===== config.mk =====
export PLATFORM = sky130hd
export DESIGN_NAME = core_seq
export DESIGN_NICKNAME = d
export VERILOG_FILES = /design/src/rtl/core_seq.sv
export SDC_FILE = /design/constraint.sdc
export NUM_CORES = 1
export LEC_CHECK = 0
export ABC_AREA = 1
export CAP_MARGIN = 0
export CORE_MARGIN = 2
export CORE_UTILIZATION = 50
export DETAILED_ROUTE_END_ITERATION = 8
export GPL_ROUTABILITY_DRIVEN = 0
export PLACE_DENSITY_LB_ADDON = 0.2
export SLEW_MARGIN = 20
export SYNTH_ARGS = -nofsm -noshare
export SYNTH_HDL_FRONTEND = slang
export SYNTH_SLANG_ARGS = --single-unit

===== constraint.sdc =====
create_clock -name clk -period 3.4 [get_ports clk]
set_input_delay 0.51 -clock clk [delete_from_list [all_inputs] [get_ports clk]]
set_output_delay 0.51 -clock clk [all_outputs]
set_load 0.02 [all_outputs]

===== src/rtl/core_seq.sv =====
// Instruction sequencer for core: per kernel position loads weights, streams
// activations, executes and drains the OFIFO, then accumulates/ReLUs each output pixel.
module core_seq #(
    parameter int          col        = 8,
    parameter int          len_kij    = 9,
    parameter int          len_nij    = 36,
    parameter int          len_onij   = 16,
    parameter int          i_width    = 6,
    parameter int          o_width    = 4,
    parameter logic [10:0] W_mem_base = 11'h400,
    parameter int          rst_cycles = 10,
    parameter int          gap_cycles = 10
) (
    input  logic        clk,
    input  logic        reset,
    input  logic        start,
    input  logic        ofifo_valid,
    output logic [34:0] inst,
    output logic        core_rst,
    output logic        busy,
    output logic        done,
    output logic        out_valid,
    output logic [3:0]  out_idx
);

    typedef enum logic [3:0] {
        S_IDLE, S_RST, S_WL0, S_LOAD, S_GAP, S_XL0, S_EXEC, S_DRAIN, S_ACC, S_RELU
    } state_t;

    localparam int          K_W       = 3;
    localparam logic [7:0]  RST_LAST  = 8'(rst_cycles - 1);
    localparam logic [7:0]  GAP_LAST  = 8'(gap_cycles - 1);
    localparam logic [7:0]  COL_N     = 8'(col);
    localparam logic [7:0]  COL_LAST  = 8'(col - 1);
    localparam logic [7:0]  NIJ_N     = 8'(len_nij);
    localparam logic [7:0]  NIJ_LAST  = 8'(len_nij - 1);
    localparam logic [7:0]  KIJ_N     = 8'(len_kij);
    localparam logic [3:0]  KIJ_LAST  = 4'(len_kij - 1);
    localparam logic [3:0]  ONIJ_LAST = 4'(len_onij - 1);
    localparam logic [3:0]  OCOL_LAST = 4'(o_width - 1);
    localparam logic [1:0]  KJ_LAST   = 2'(K_W - 1);
    localparam logic [10:0] K_STEP    = 11'(len_nij + 1);
    localparam logic [10:0] K_ROW     = 11'(len_nij + i_width - (K_W - 1));
    localparam logic [10:0] P_ROW     = 11'(i_width - o_width + 1);
    localparam logic [34:0] INST_IDLE = {2'b00, 2'b11, 11'd0, 2'b11, 11'd0, 7'd0};

    state_t      state, state_n;
    logic [7:0]  cnt, cnt_n;
    logic [3:0]  kij, kij_n;
    logic [3:0]  onij, onij_n;
    logic [3:0]  ocol, ocol_n;
    logic [1:0]  kj, kj_n;
    logic        acc_phase, acc_phase_n;
    logic        gap_sel, gap_sel_n;
    logic        drain_rd, drain_rd_n;
    logic        drain_post, drain_post_n;
    logic [10:0] wptr, wptr_n;
    logic [10:0] koff, koff_n;
    logic [10:0] pix_base, pix_base_n;

    logic [34:0] inst_n;
    logic        core_rst_n, busy_n, done_n, out_valid_n;
    logic [3:0]  out_idx_n;

    logic        f_relu, f_acc, f_cen_p, f_wen_p, f_cen_x, f_wen_x;
    logic        f_ofifo_rd, f_l0_rd, f_l0_wr, f_exe, f_load;
    logic [10:0] f_a_p, f_a_x;

    always_ff @(posedge clk) begin
        if (reset) begin
            state      <= S_IDLE;
            cnt        <= '0;
            kij        <= '0;
            onij       <= '0;
            ocol       <= '0;
            kj         <= '0;
            acc_phase  <= 1'b0;
            gap_sel    <= 1'b0;
            drain_rd   <= 1'b0;
            drain_post <= 1'b0;
            wptr       <= '0;
            koff       <= '0;
            pix_base   <= '0;
            inst       <= INST_IDLE;
            core_rst   <= 1'b0;
            busy       <= 1'b0;
            done       <= 1'b0;
            out_valid  <= 1'b0;
            out_idx    <= '0;
        end else begin
            state      <= state_n;
            cnt        <= cnt_n;
            kij        <= kij_n;
            onij       <= onij_n;
            ocol       <= ocol_n;
            kj         <= kj_n;
            acc_phase  <= acc_phase_n;
            gap_sel    <= gap_sel_n;
            drain_rd   <= drain_rd_n;
            drain_post <= drain_post_n;
            wptr       <= wptr_n;
            koff       <= koff_n;
            pix_base   <= pix_base_n;
            inst       <= inst_n;
            core_rst   <= core_rst_n;
            busy       <= busy_n;
            done       <= done_n;
            out_valid  <= out_valid_n;
            out_idx    <= out_idx_n;
        end
    end

    // Outputs are decoded from the next-state values so they appear registered
    // in the same cycle the state register enters the corresponding state.
    always_comb begin
        state_n      = state;
        cnt_n        = cnt;
        kij_n        = kij;
        onij_n       = onij;
        ocol_n       = ocol;
        kj_n         = kj;
        acc_phase_n  = acc_phase;
        gap_sel_n    = gap_sel;
        drain_rd_n   = drain_rd;
        drain_post_n = drain_post;
        wptr_n       = wptr;
        koff_n       = koff;
        pix_base_n   = pix_base;
        done_n       = 1'b0;
        out_valid_n  = 1'b0;
        out_idx_n    = '0;

        case (state)
            S_IDLE: begin
                if (start) begin
                    state_n     = S_RST;
                    cnt_n       = '0;
                    kij_n       = '0;
                    onij_n      = '0;
                    ocol_n      = '0;
                    acc_phase_n = 1'b0;
                    wptr_n      = '0;
                    pix_base_n  = '0;
                end
            end
            S_RST: begin
                if (cnt == RST_LAST) begin
                    cnt_n = '0;
                    if (acc_phase) begin
                        state_n = S_ACC;
                        koff_n  = '0;
                        kj_n    = '0;
                    end else begin
                        state_n = S_WL0;
                    end
                end else begin
                    cnt_n = cnt + 8'd1;
                end
            end
            S_WL0: begin
                if (cnt == COL_N) begin
                    state_n = S_LOAD;
                    cnt_n   = '0;
                end else begin
                    cnt_n = cnt + 8'd1;
                end
            end
            S_LOAD: begin
                if (cnt == COL_LAST) begin
                    state_n   = S_GAP;
                    cnt_n     = '0;
                    gap_sel_n = 1'b0;
                end else begin
                    cnt_n = cnt + 8'd1;
                end
            end
            S_GAP: begin
                if (cnt == GAP_LAST) begin
                    cnt_n = '0;
                    if (gap_sel) begin
                        state_n      = S_DRAIN;
                        drain_rd_n   = ofifo_valid;
                        drain_post_n = 1'b0;
                    end else begin
                        state_n = S_XL0;
                    end
                end else begin
                    cnt_n = cnt + 8'd1;
                end
            end
            S_XL0: begin
                if (cnt == NIJ_N) begin
                    state_n = S_EXEC;
                    cnt_n   = '0;
                end else begin
                    cnt_n = cnt + 8'd1;
                end
            end
            S_EXEC: begin
                if (cnt == NIJ_LAST) begin
                    state_n   = S_GAP;
                    cnt_n     = '0;
                    gap_sel_n = 1'b1;
                end else begin
                    cnt_n = cnt + 8'd1;
                end
            end
            S_DRAIN: begin
                // cnt is the word index; a due read waits in place while the OFIFO is empty
                if (drain_rd) begin
                    drain_rd_n   = 1'b0;
                    drain_post_n = 1'b1;
                    wptr_n       = wptr + 11'd1;
                end else if (drain_post) begin
                    drain_post_n = 1'b0;
                    if (cnt == NIJ_LAST) begin
                        cnt_n   = '0;
                        kij_n   = kij + 4'd1;
                        state_n = S_RST;
                        if (kij == KIJ_LAST) acc_phase_n = 1'b1;
                    end else begin
                        cnt_n      = cnt + 8'd1;
                        drain_rd_n = ofifo_valid;
                    end
                end else begin
                    drain_rd_n = ofifo_valid;
                end
            end
            S_ACC: begin
                if (cnt == KIJ_N) begin
                    state_n = S_RELU;
                    cnt_n   = '0;
                end else begin
                    cnt_n = cnt + 8'd1;
                    if (kj == KJ_LAST) begin
                        kj_n   = '0;
                        koff_n = koff + K_ROW;
                    end else begin
                        kj_n   = kj + 2'd1;
                        koff_n = koff + K_STEP;
                    end
                end
            end
            S_RELU: begin
                out_valid_n = 1'b1;
                out_idx_n   = onij;
                if (onij == ONIJ_LAST) begin
                    done_n  = 1'b1;
                    state_n = S_IDLE;
                end else begin
                    onij_n  = onij + 4'd1;
                    state_n = S_RST;
                    cnt_n   = '0;
                    if (ocol == OCOL_LAST) begin
                        ocol_n     = '0;
                        pix_base_n = pix_base + P_ROW;
                    end else begin
                        ocol_n     = ocol + 4'd1;
                        pix_base_n = pix_base + 11'd1;
                    end
                end
            end
            default: state_n = S_IDLE;
        endcase

        f_relu     = 1'b0;
        f_acc      = 1'b0;
        f_cen_p    = 1'b1;
        f_wen_p    = 1'b1;
        f_a_p      = '0;
        f_cen_x    = 1'b1;
        f_wen_x    = 1'b1;
        f_a_x      = '0;
        f_ofifo_rd = 1'b0;
        f_l0_rd    = 1'b0;
        f_l0_wr    = 1'b0;
        f_exe      = 1'b0;
        f_load     = 1'b0;
        core_rst_n = 1'b0;

        case (state_n)
            S_RST: core_rst_n = 1'b1;
            S_WL0: begin
                if (cnt_n < COL_N) begin
                    f_cen_x = 1'b0;
                    f_a_x   = W_mem_base + 11'(cnt_n);
                end
                f_l0_wr = (cnt_n != '0);
            end
            S_LOAD: begin
                f_l0_rd = 1'b1;
                f_load  = 1'b1;
            end
            S_XL0: begin
                if (cnt_n < NIJ_N) begin
                    f_cen_x = 1'b0;
                    f_a_x   = 11'(cnt_n);
                end
                f_l0_wr = (cnt_n != '0);
            end
            S_EXEC: begin
                f_l0_rd = 1'b1;
                f_exe   = 1'b1;
            end
            S_DRAIN: begin
                if (drain_rd_n) begin
                    f_ofifo_rd = 1'b1;
                    f_cen_p    = 1'b0;
                    f_wen_p    = 1'b0;
                    f_a_p      = wptr_n;
                end
            end
            S_ACC: begin
                if (cnt_n < KIJ_N) begin
                    f_cen_p = 1'b0;
                    f_a_p   = pix_base_n + koff_n;
                end
                f_acc = (cnt_n != '0);
            end
            S_RELU: f_relu = 1'b1;
            default: ;
        endcase

        inst_n = {f_relu, f_acc, f_cen_p, f_wen_p, f_a_p, f_cen_x, f_wen_x, f_a_x,
                  f_ofifo_rd, 2'b00, f_l0_rd, f_l0_wr, f_exe, f_load};
        busy_n = (state_n != S_IDLE);
    end

endmodule


======== Word-level counts from Yosys, hierarchy flattened ========
Cells that the tools add are included.
operators by class
  bitwise gates (word level) .............. 4
  $add $sub $neg .......................... 12
  reduce and logical (&&, ||, !) cells .... 21
  eq/ne operators ......................... 39
  mux-type cells .......................... 91
  order comparisons ....................... 3
operators by type and width
  cell                   count
  $mux 11                12
  $pmux 11 s2            5
  $mux 8                 10
  $mux 4                 19
  $pmux 8 s8             1
  $pmux 4 s10            1
  $eq 4x3->1 const B     7
  $mux 1                 28
  $ne 2x2->1 const B     13
  $eq 4x4->1 const B     6
  $pmux 4 s2             3
  $add 11x1->11 const B  2
  $add 11x6->11 const B  2
  $eq 4x2->1 const B     5
  $eq 8x4->1 const B     2
  $eq 8x6->1 const B     2
  $lt 8x4->1 const B     2
  $add 4x1->4 const B    3
  $pmux 1 s2             6
  $reduce_or 2->1        6
  $add 11x11->11         1
  $add 11x2->11 const B  1
  $add 11x8->11 const A  1
  $mux 2                 5
  17 further kinds       27
storage, ports and cells
  bits of input ports ..................... 4
  word-level logic and storage cells ...... 193
  output and inout port bits .............. 43
  bits in registers ....................... 106

======== Longest topological paths before layout ========
  word-level depth ........................ 9
  gate-level depth with buffers ........... 21
  mapped depth without buffers ............ 21

======== Least setup slack after synthesis ========
Ideal clock, no wire load.
  path type ............................... flip-flop to flip-flop
  from .................................... register ocol[0]
  to ...................................... register inst[27]
  clock period less this slack ............ 2978 ps
  path buffers ............................ 0
  stages on the path, launching flop included .. 20
  setup time .............................. 117 ps
  arrival time ............................ 2860 ps
  required time ........................... 3283 ps
  path slack .............................. 422 ps
  path through ............................ dfxtp_1 -> ha_1 -> inv_1 -> nor3_1 -> inv_1 -> fa_1 -> inv_1 -> nand2_1 -> inv_1 -> nand2_1 -> or2_2 -> nand2_1 -> ha_1 -> a21oi_1 -> o21ai_0 -> a21oi_1 -> nor2_1 -> nor2_1 -> xor2_1 -> o21ai_2
on the way
  cells in the longest elaborated chain, start to end .. 7
ends and longest elaborated chain
  element                   line  text
  start: declaration        51    logic [3:0] ocol, ocol_n;
  start signal: assignment  95    ocol <= ocol_n;
  $eq 4x2->1                254   if (ocol == OCOL_LAST) begin
  $mux 11                   254
  $mux 11                   247   if (onij == ONIJ_LAST) begin
  $pmux 11 s2               133   case (state)
  net pix_base_n[2]         59    logic [10:0] pix_base, pix_base_n;
  $add 11x11->11            316   f_a_p = pix_base_n + koff_n;
  $mux 11                   314   if (cnt_n < KIJ_N) begin
  $pmux 11 s2               281   case (state_n)
  end signal: assignment    104   inst <= inst_n;
  end: declaration          18    output logic [34:0] inst,
The timed path passes the listed nets, and every way through them passes these cells.
A chain may end at the register's enable or synchronous reset.

======== Final worst setup path ========
Same ends and word-level chain as after synthesis.

==> results.py <==
metrics = {
    "cts": {
        "cts.sinks": 101,
        "h-tree-depth": 3,
        "clk_pin_slew_ns": 0.10,
        "cts_buffers": 9,
        "cts_root_buf": "clkbuf_8",
        "clkLatencyLatePin_ns": 0.39,
        "ctsLongestPathBuffers": 2,
        "holdBufCountCts": 0,
        "cts_tree": "built",
    },
    "finish": {
        "drive_gt1_share_pct": 11.28,
        "post-route-cell-area_mm2": 0.006361,
        "n_antenna_cell": 0,
        "syn2layout_area_growth_pct": 15.23,
        "final_nets": 873,
    },
    "timing": {
        "clock-skew-final_ns": 0.01308,
        "post-route-period-util_pct": 94.67,
        "tightestPinTransition_ns": 0.6621,
        "whs_ns": 0.4802,
        "hold_violations": 0,
        "relSlewSlack_pct": 55.86,
        "setup_ws_ns": 0.1813,
        "fmax_mhz": 310.7,
        "period_minus_slack_ns": 3.219,
        "setup_violations": 0,
        "finalMaxSlewViolations": 0,
    },
    "power": {
        "p_leak_nw": 2.712,
        "p_per_area_mw_per_mm2": 401.2,
        "ir_worst_vdd_mv": 0.3280,
    },
    "synthesis": {
        "synth_seq_area_share_pct": 36.63,
        "netlist_instances": 797,
        "synth_ff_type": "dfxtp_1",
        "synth.area.top_cells": "dfxtp_1 (37%), nand2_1 (12%), inv_1 (6.7%)",
        "ys.warnings.count": 0,
        "synth-seq-cells": 101,
        "synthDominantCellAreaShare_pct": 36.63,
        "synth_largest_area_cell": "dfxtp_1",
        "avgSynthCellArea_um2": 6.926,
        "synthDistinctLibCells": 52,
        "synth_edf_count": 0,
        "synth_common_cells": "nand2_1 (175), dfxtp_1 (101), inv_1 (98), nor2_1 (94), a21oi_1 (58)",
        "synthArstFlopShare_pct": 0,
        "netlist_area_mm2": 0.005520,
        "synth.most_common_cell": "nand2_1",
    },
    "floorplan": {
        "die_h_um": 109.1,
        "start_util_pct": 51.15,
        "dieArea_mm2": 0.01190,
        "core-area_mm2": 0.01079,
        "io_pins": 47,
        "die_width_um": 109.1,
        "rows": 38,
    },
    "setup_path": {
        "start_kind": "flip-flop",
        "criticalPathCategory": "reg2reg",
        "path_cells": "ha_1, inv_1, nor3_2, inv_1, fa_1, inv_1, nand2_1, inv_1, nand2_1, or2_2, nand2_1, ha_4, a21oi_2, o21ai_1, a21oi_2, nor2_1, nor2_1, xor2_1, o21ai_2",
        "worst-path-max-fanout": 6,
        "crit_path_max_incr_delay_ns": 0.37,
        "cp_data_required_time_ns": 3.69,
        "arrival_ns": 3.50,
        "endpoint_kind": "flip-flop",
        "crit_slowest_cell": "fa_1",
        "worst_path_most_repeated_cell": "inv_1",
    },
    "routing": {
        "wl_per_cell_um": 14.22,
        "finalWirelength_mm": 14.09,
        "drt_iter0_drc": 305,
        "num_vias": 5335,
        "routed_via_density": 5.383,
        "first_pass_iters": 5,
        "postRouteAntennaNets": 0,
        "drcViolationCount": 0,
    },
    "run_status": {
        "outcome": "complete, no violations",
    },
    "placed_design": {
        "hpwlAfterDp_mm": 10.59,
        "dp_slack_ns": 0.01591,
        "port_buffers": 41,
        "dpl_cell_area_mm2": 0.006083,
    },
    "global_route": {
        "antenna_found_initial": 0,
        "grt_pass1_wl_mm": 22.66,
        "grt_pass1_vias": 4913,
        "grt_max_degree": 31,
        "grt_usage_pct": 24.46,
        "grt-ovfl-total": 0,
    },
    "hold_path": {
        "hold_class": "reg2reg",
    },
    "run": {
        "drv_cap": 0,
    },
}
area by class of cell:
class                   count  area [µm²]
inverters                 113       427.9
clock inverters             6       76.32
flip-flops and latches    101        2024
fillers                  1028        4432
clock buffers              10       137.6
well taps                 140       175.2
multi-input cells         567        3017
repair buffers             54       503.0
layer usage:
| metal | GRT usage (%) | routed length, µm |
|---|---|---|
| met4 | 8.700 | 243 |
| met5 | 0 | 0 |
| met3 | 5.858 | 841 |
| met1 | 31.80 | 6514 |
| met2 | 39.53 | 6495 |
path summary, 6_finish.rpt:
check | to | depth (start not counted) | slack [ns] | startpoint
worst max-delay path | inst[27] | 19 | 0.18 | ocol[0]
worst min-delay path | out_idx[3] | 2 | 0.48 | onij[3]
worst max register to register | inst[27] | 19 | 0.18 | ocol[0]
worst min register to register | out_idx[3] | 2 | 0.48 | onij[3]
critical path, delay by kind of cell, from the launching register on:
kind,cells,cell delay [ns]
and+or+nand+nor,7,0.93
DFF,1,0.35
buffers and inverters,4,0.33
adders and majority gates,3,0.79
AOI/OAI and AO/OA,4,0.52
xor gates and xnor gates,1,0.19
stage by stage:
step,utilization [%],setup TNS (ns),instances,total power [W]
floorplan,-,0,802,0.001591
global placement,56.36,0,973,0.001720
detailed placement,56.36,0,973,0.001730
CTS,58.39,0,989,0.002559
global route,58.94,-0.04062,991,0.002667
finish,58.94,0,991,0.002552
flip-flops by register name, indices dropped and copies added, names as in the netlist, 2 cells and up:
name / count
koff: 11
cnt: 8
out_idx: 4
onij: 4
kij: 4
state: 4
pix_base: 11
kj: 2
inst: 30
wptr: 11
ocol: 4
layout by cell type (no fill, tap or decap), types with 18 or more instances in the layout:
| cell type | count |
|---|---|
| a21oi_1 | 56 |
| clkdlybuf4s50_1 | 40 |
| inv_1 | 98 |
| ha_1 | 19 |
| dfxtp_1 | 99 |
| nor2_1 | 93 |
| nor3_1 | 18 |
| nand2_1 | 175 |
| nand3_1 | 49 |
| o21ai_0 | 32 |
power by group:
| part | total (W) | leakage, nW | internal (W) | switching (W) |
|---|---|---|---|---|
| combinational | 0.000468 | 1.78 | 0.000144 | 0.000325 |
| clock | 0.000837 | 0.109 | 0.000374 | 0.000463 |
| sequential | 0.00125 | 0.818 | 0.00122 | 0.0000269 |
| total | 0.00255 | 2.71 | 0.00174 | 0.000815 |
cells by family (layout without fill, tap and decap cells):
group | count (synthesis) | count (layout) | synth area share, %
AO/OA/AOI/OAI | 137 | 137 | 14.62
XOR/XNOR | 13 | 13 | 2.063
adder cells (fa/ha/maj) | 23 | 23 | 5.485
buffers and inverters | 134 | 183 | 9.905
flip-flops | 101 | 101 | 36.63
other | 2 | 7 | 0.1360
AND/OR/NAND/NOR | 387 | 387 | 31.17
timing repair:
action / in CTS / in global routing
hold endpoints to repair: 0 / 0
setup endpoints to repair: 1 / 4
pin swaps: 0 / 6
buffers inserted: 0 / 2
gates resized for setup: 1 / 12
No activity file was read; power rests on OpenSTA's default activity.
